## config.mk

```make
export PLATFORM = sky130hd
export DESIGN_NAME = pix_frame_binarizer
export DESIGN_NICKNAME = d
export VERILOG_FILES = /design/src/rtl/pix_frame_binarizer.sv
export SDC_FILE = /design/constraint.sdc
export NUM_CORES = 2
export LEC_CHECK = 0
export CORE_ASPECT_RATIO = 0.9
export CORE_UTILIZATION = 57
export DETAILED_ROUTE_END_ITERATION = 10
export PLACE_DENSITY = 0.81
export REMOVE_ABC_BUFFERS = 1
export SLEW_MARGIN = 25
export SYNTH_ARGS = -nofsm -noshare
export SYNTH_HDL_FRONTEND = slang
export SYNTH_SLANG_ARGS = --single-unit
```

## constraint.sdc

```tcl
create_clock -name clk -period 72.6 [get_ports clk]
set_clock_uncertainty 0.2 [all_clocks]
set_input_delay 14.52 -clock clk [delete_from_list [all_inputs] [get_ports clk]]
set_output_delay 14.52 -clock clk [all_outputs]
set_load 0.05 [all_outputs]
```

## src/rtl/pix_frame_binarizer.sv

```systemverilog
// Thresholds an 8-bit raster pixel stream to one bit per pixel and packs
// each image into a ping-pong buffered frame with a valid/ready handshake.
module pix_frame_binarizer #(
  parameter int ROWS     = 28,
  parameter int COLS     = 28,
  parameter int WIDTH_IN = 784,
  parameter int PIX_BITS = 8,
  parameter int THRESH   = 64,
  parameter int CNT_BIT  = 16
) (
  input  logic                clk,
  input  logic                xrst,
  input  logic [PIX_BITS-1:0] pix,
  input  logic                pix_valid,
  input  logic                pix_sof,
  output logic                pix_ready,
  output logic [WIDTH_IN-1:0] frame_bits,
  output logic                frame_valid,
  input  logic                frame_ready,
  output logic [CNT_BIT-1:0]  frame_cnt,
  output logic                short_err
);

  localparam int IW = $clog2(WIDTH_IN);
  localparam int RW = $clog2(ROWS);
  localparam int CW = $clog2(COLS);

  typedef enum logic [1:0] {
    EMPTY,
    FILLING,
    FULL
  } buf_st_e;

  buf_st_e st_q [2];
  buf_st_e st_d [2];

  logic [WIDTH_IN-1:0] mem0, mem1;
  logic          wr_sel, rd_sel;
  logic          wr_sel_d, rd_sel_d;
  logic [IW-1:0] idx, idx_eff, idx_nx;
  logic [RW-1:0] row, row_eff, row_nx;
  logic [CW-1:0] col, col_eff, col_nx;
  logic          accept, rel, restart;
  logic          last, pix_bit, pix_ready_d;

  assign frame_valid = (st_q[rd_sel] == FULL);
  assign frame_bits  = rd_sel ? mem1 : mem0;

  always_comb begin
    accept  = pix_valid & pix_ready;
    rel     = frame_valid & frame_ready;
    pix_bit = (pix > PIX_BITS'(THRESH));
    // A start-of-frame beat always lands at position 0
    restart = accept & pix_sof & (idx != '0);
    idx_eff = pix_sof ? '0 : idx;
    row_eff = pix_sof ? '0 : row;
    col_eff = pix_sof ? '0 : col;
    last    = (row_eff == RW'(ROWS-1)) &&
              (col_eff == CW'(COLS-1));

    idx_nx = idx_eff + IW'(1);
    row_nx = row_eff;
    col_nx = col_eff + CW'(1);
    if (last) begin
      idx_nx = '0;
      row_nx = '0;
      col_nx = '0;
    end else if (col_eff == CW'(COLS-1)) begin
      row_nx = row_eff + RW'(1);
      col_nx = '0;
    end

    st_d = st_q;
    if (accept) begin
      st_d[wr_sel] = last ? FULL : FILLING;
    end
    if (rel) begin
      st_d[rd_sel] = EMPTY;
    end
    wr_sel_d    = wr_sel ^ (accept & last);
    rd_sel_d    = rd_sel ^ rel;
    pix_ready_d = (st_d[wr_sel_d] != FULL);
  end

  always_ff @(posedge clk or posedge xrst) begin
    if (xrst) begin
      st_q[0]   <= EMPTY;
      st_q[1]   <= EMPTY;
      wr_sel    <= 1'b0;
      rd_sel    <= 1'b0;
      idx       <= '0;
      row       <= '0;
      col       <= '0;
      pix_ready <= 1'b0;
      frame_cnt <= '0;
      short_err <= 1'b0;
    end else begin
      st_q      <= st_d;
      wr_sel    <= wr_sel_d;
      rd_sel    <= rd_sel_d;
      pix_ready <= pix_ready_d;
      frame_cnt <= frame_cnt + CNT_BIT'(rel);
      short_err <= restart;
      if (accept) begin
        idx <= idx_nx;
        row <= row_nx;
        col <= col_nx;
      end
    end
  end

  always_ff @(posedge clk or posedge xrst) begin
    if (xrst) begin
      mem0 <= '0;
      mem1 <= '0;
    end else if (accept) begin
      if (wr_sel) mem1[idx_eff] <= pix_bit;
      else        mem0[idx_eff] <= pix_bit;
    end
  end

endmodule

```

==> flow_summary.json <==
{
  "cp.arrival_ns": 5.93,
  "vias": 59600,
  "multiInputGateArea_sq_um": 28900,
  "synth-seq-cells": 1612,
  "drive_gt1_frac": 0.178,
  "hold_buffers": 0,
  "synth-edff-count": 0,
  "cts.path.max_buffers": 3,
  "hp-class": "reg2reg",
  "clk_pin_slew_worst_paths_ns": 0.06,
  "hold_viol_final": 0,
  "regArea_sq_um": 40300,
  "grt_use_total": 0.351,
  "clk_latency_ns": 0.81,
  "synth-async-reset-ratio": 1.00,
  "fmax_mhz": 48.4,
  "hpwl_mm": 135,
  "period_share": 0.285,
  "syn_to_final_growth_pct": 17.4,
  "num_rows": 124,
  "port_buffers": 815,
  "top_layer": "met5",
  "slew_headroom": 0.263,
  "cp_max_fo": 159,
  "setup_viol": 0,
  "wl_per_cell_um": 26.8,
  "peakVddDrop_v": 0.0000199,
  "wl_met1_mm": 92.8,
  "ant_nets": 0,
  "wl_mm": 235,
  "grt_pass1_wl_mm": 352,
  "met3_length_mm": 23.7,
  "met2_length_mm": 105,
  "drtIter0Drc": 7537,
  "grt_pass1_vias": 56300,
  "avgSynthCellArea_sq_um": 10.9,
  "final_nets": 6959,
  "cts-root-buf": "clkbuf_16",
  "synthFlopType": "dfrtp_1",
  "die_x_um": 381,
  "power_density_nw_per_um2": 21.8,
  "cts_num_sinks": 1612,
  "cts-htree-levels": 4,
  "leakagePower_nw": 38.3,
  "grt_overflow": 0,
  "die_y_um": 343,
  "grt_max_degree": 252,
  "yosysWarnings": 0,
  "antenna_found_initial": 5,
  "cts_inserted_buffers": 161,
  "vias_per_cell": 6.80,
  "rsz0062_at_grt": "false",
  "fin_ws_ns": 51.95,
  "tns_ns": 0,
  "synth_cell_types": 53,
  "dp_slack_ns": 52.20,
  "gp_congestion": 0.840,
  "cp-end-kind": "output pin",
  "die_area_sq_um": 130000,
  "start_util": 0.577,
  "cts_resized": 0,
  "cts_setup_buffers": 0,
  "status": "finished clean",
  "io_pins": 816,
  "fin_crit_ns": 20.65,
  "dr.pass1.iters": 6,
  "syn_area_sq_um": 73500,
  "worst-endpoint-required_ns": 57.88,
  "yosysSeqAreaShare": 0.549,
  "fill_cells": 9238,
  "worstMarginPinSlew_ns": 1.11,
  "drc_errors": 0,
  "drv_cap": 0,
  "syn_inst": 6769,
  "core-area_sq_um": 128000,
  "cts_tree": "built",
  "start_kind": "register",
  "crit_type": "reg2out",
  "drv_slew": 0
}
sequential cells by signal (all words and copies together), names as in the netlist, 4 cells and up:
register and count:
frame_cnt 16, mem0 784, col 5, idx 10, row 5, mem1 784
st_q 4
placed cells by master, fill, tap and decap left out, types with 4 or more instances in the layout:
cell / instances
bufinv_16: 16
nor2b_1: 8
clkbuf_8: 29
o21ai_0: 14
nor3_1: 8
xnor2_1: 11
buf_6: 18
clkbuf_1: 40
and3_1: 5
and2_4: 28
ha_1: 8
dfrtp_1: 1611
nor4b_1: 4
inv_6: 5
buf_4: 107
a31oi_1: 1570
and2_1: 6
inv_1: 11
o21a_4: 4
nor2_1: 10
nand2_1: 30
mux2_2: 784
clkbuf_16: 165
clkinv_2: 25
nor4_1: 4
buf_12: 5
xor2_1: 8
a21oi_1: 1579
clkdlybuf4s50_1: 815
nand4_1: 7
nor3_4: 47
nand3_1: 17
worst max-delay path: stages (launching register included):
cell             delay (ns)
dfrtp_4                0.81
buf_16                 0.33
buf_12                 0.37
buf_16                 0.53
buf_12                 0.65
buf_6                  0.76
mux2_2                 0.37
clkdlybuf4s50_1        0.84
worst paths after layout:
kind,cells past startpoint,slack (ns),startpoint,endpoint
worst max-delay path,7,51.95,rd_sel$_DFF_PP0_,frame_bits[230]
worst min-delay path,1,0.30,frame_cnt[8]$_DFF_PP0_,frame_cnt[8]$_DFF_PP0_
max in group asynchronous,6,54.43,xrst,mem0[626]$_DFFE_PP0P_
worst max register to register,5,69.10,idx[2]$_DFFE_PP0P_,mem0[256]$_DFFE_PP0P_
worst min register to register,1,0.30,frame_cnt[8]$_DFF_PP0_,frame_cnt[8]$_DFF_PP0_
min in group asynchronous,2,14.05,xrst,mem1[544]$_DFFE_PP0P_
logic make-up after synthesis:
group	after synthesis	share of synthesized area
compound gates	3185	0.245
xor+xnor	19	0.00226
fa+ha+maj	8	0.00136
buf+inv	955	0.0599
flops	1612	0.549
mux	786	0.120
simple gates	204	0.0228
layer usage:
metal | GRT usage | vias to the layer above
met5 | 0 | -
met4 | 0.185 | 8
met3 | 0.0872 | 547
met2 | 0.518 | 3271
met1 | 0.482 | 29900
li1 | - | 25900
Yosys cell counts (14+ instances only):
cell type	instances	share of area
o21ai_0	14	0.00095
dfrtp_1	1612	0.55
a31oi_1	1570	0.13
buf_4	63	0.0064
nand2_1	30	0.0015
nor3_4	41	0.0091
and2_1	34	0.0029
buf_2	321	0.022
buf_6	24	0.0037
buf_1	20	0.0010
clkbuf_1	514	0.026
a21oi_1	1580	0.11
nand3_1	18	0.0012
mux2_2	784	0.12
report_power, final:
part	internal [mW]	switching [mW]	leakage (nW)	total, mW
Sequential	0.902	0.00342	22.5	0.905
Clock	0.506	0.361	2.69	0.866
Combinational	0.0282	0.0789	13.1	0.107
Total	1.44	0.443	38.3	1.88
per-stage QoR:
step / instances / hold WS (ns) / total power, mW / util / instance area [sq um]
after detailed placement: 8474 / 0.274 / 1.03 / 0.633 / 80700
final: 8767 / 0.303 / 1.88 / 0.677 / 86300
after CTS: 8763 / 0.299 / 1.88 / 0.676 / 86200
after global placement: 8473 / 0.258 / 1.02 / 0.632 / 80700
after floorplan: 5827 / 0.262 / 1.03 / - / 69200
after global routing: 8766 / 0.320 / 1.93 / 0.677 / 86300
area by class of cell:
| cell class | instances | area share |
|---|---|---|
| flip-flops and latches | 1612 | 0.468 |
| clock inverters | 55 | 0.00918 |
| diodes | 2 | 0.0000580 |
| multi-input cells | 4202 | 0.335 |
| clock buffers | 234 | 0.0542 |
| inverters | 13 | 0.000653 |
| repair buffers | 948 | 0.108 |
| well taps | 1701 | 0.0247 |
(Power assumes the default switching activity.)
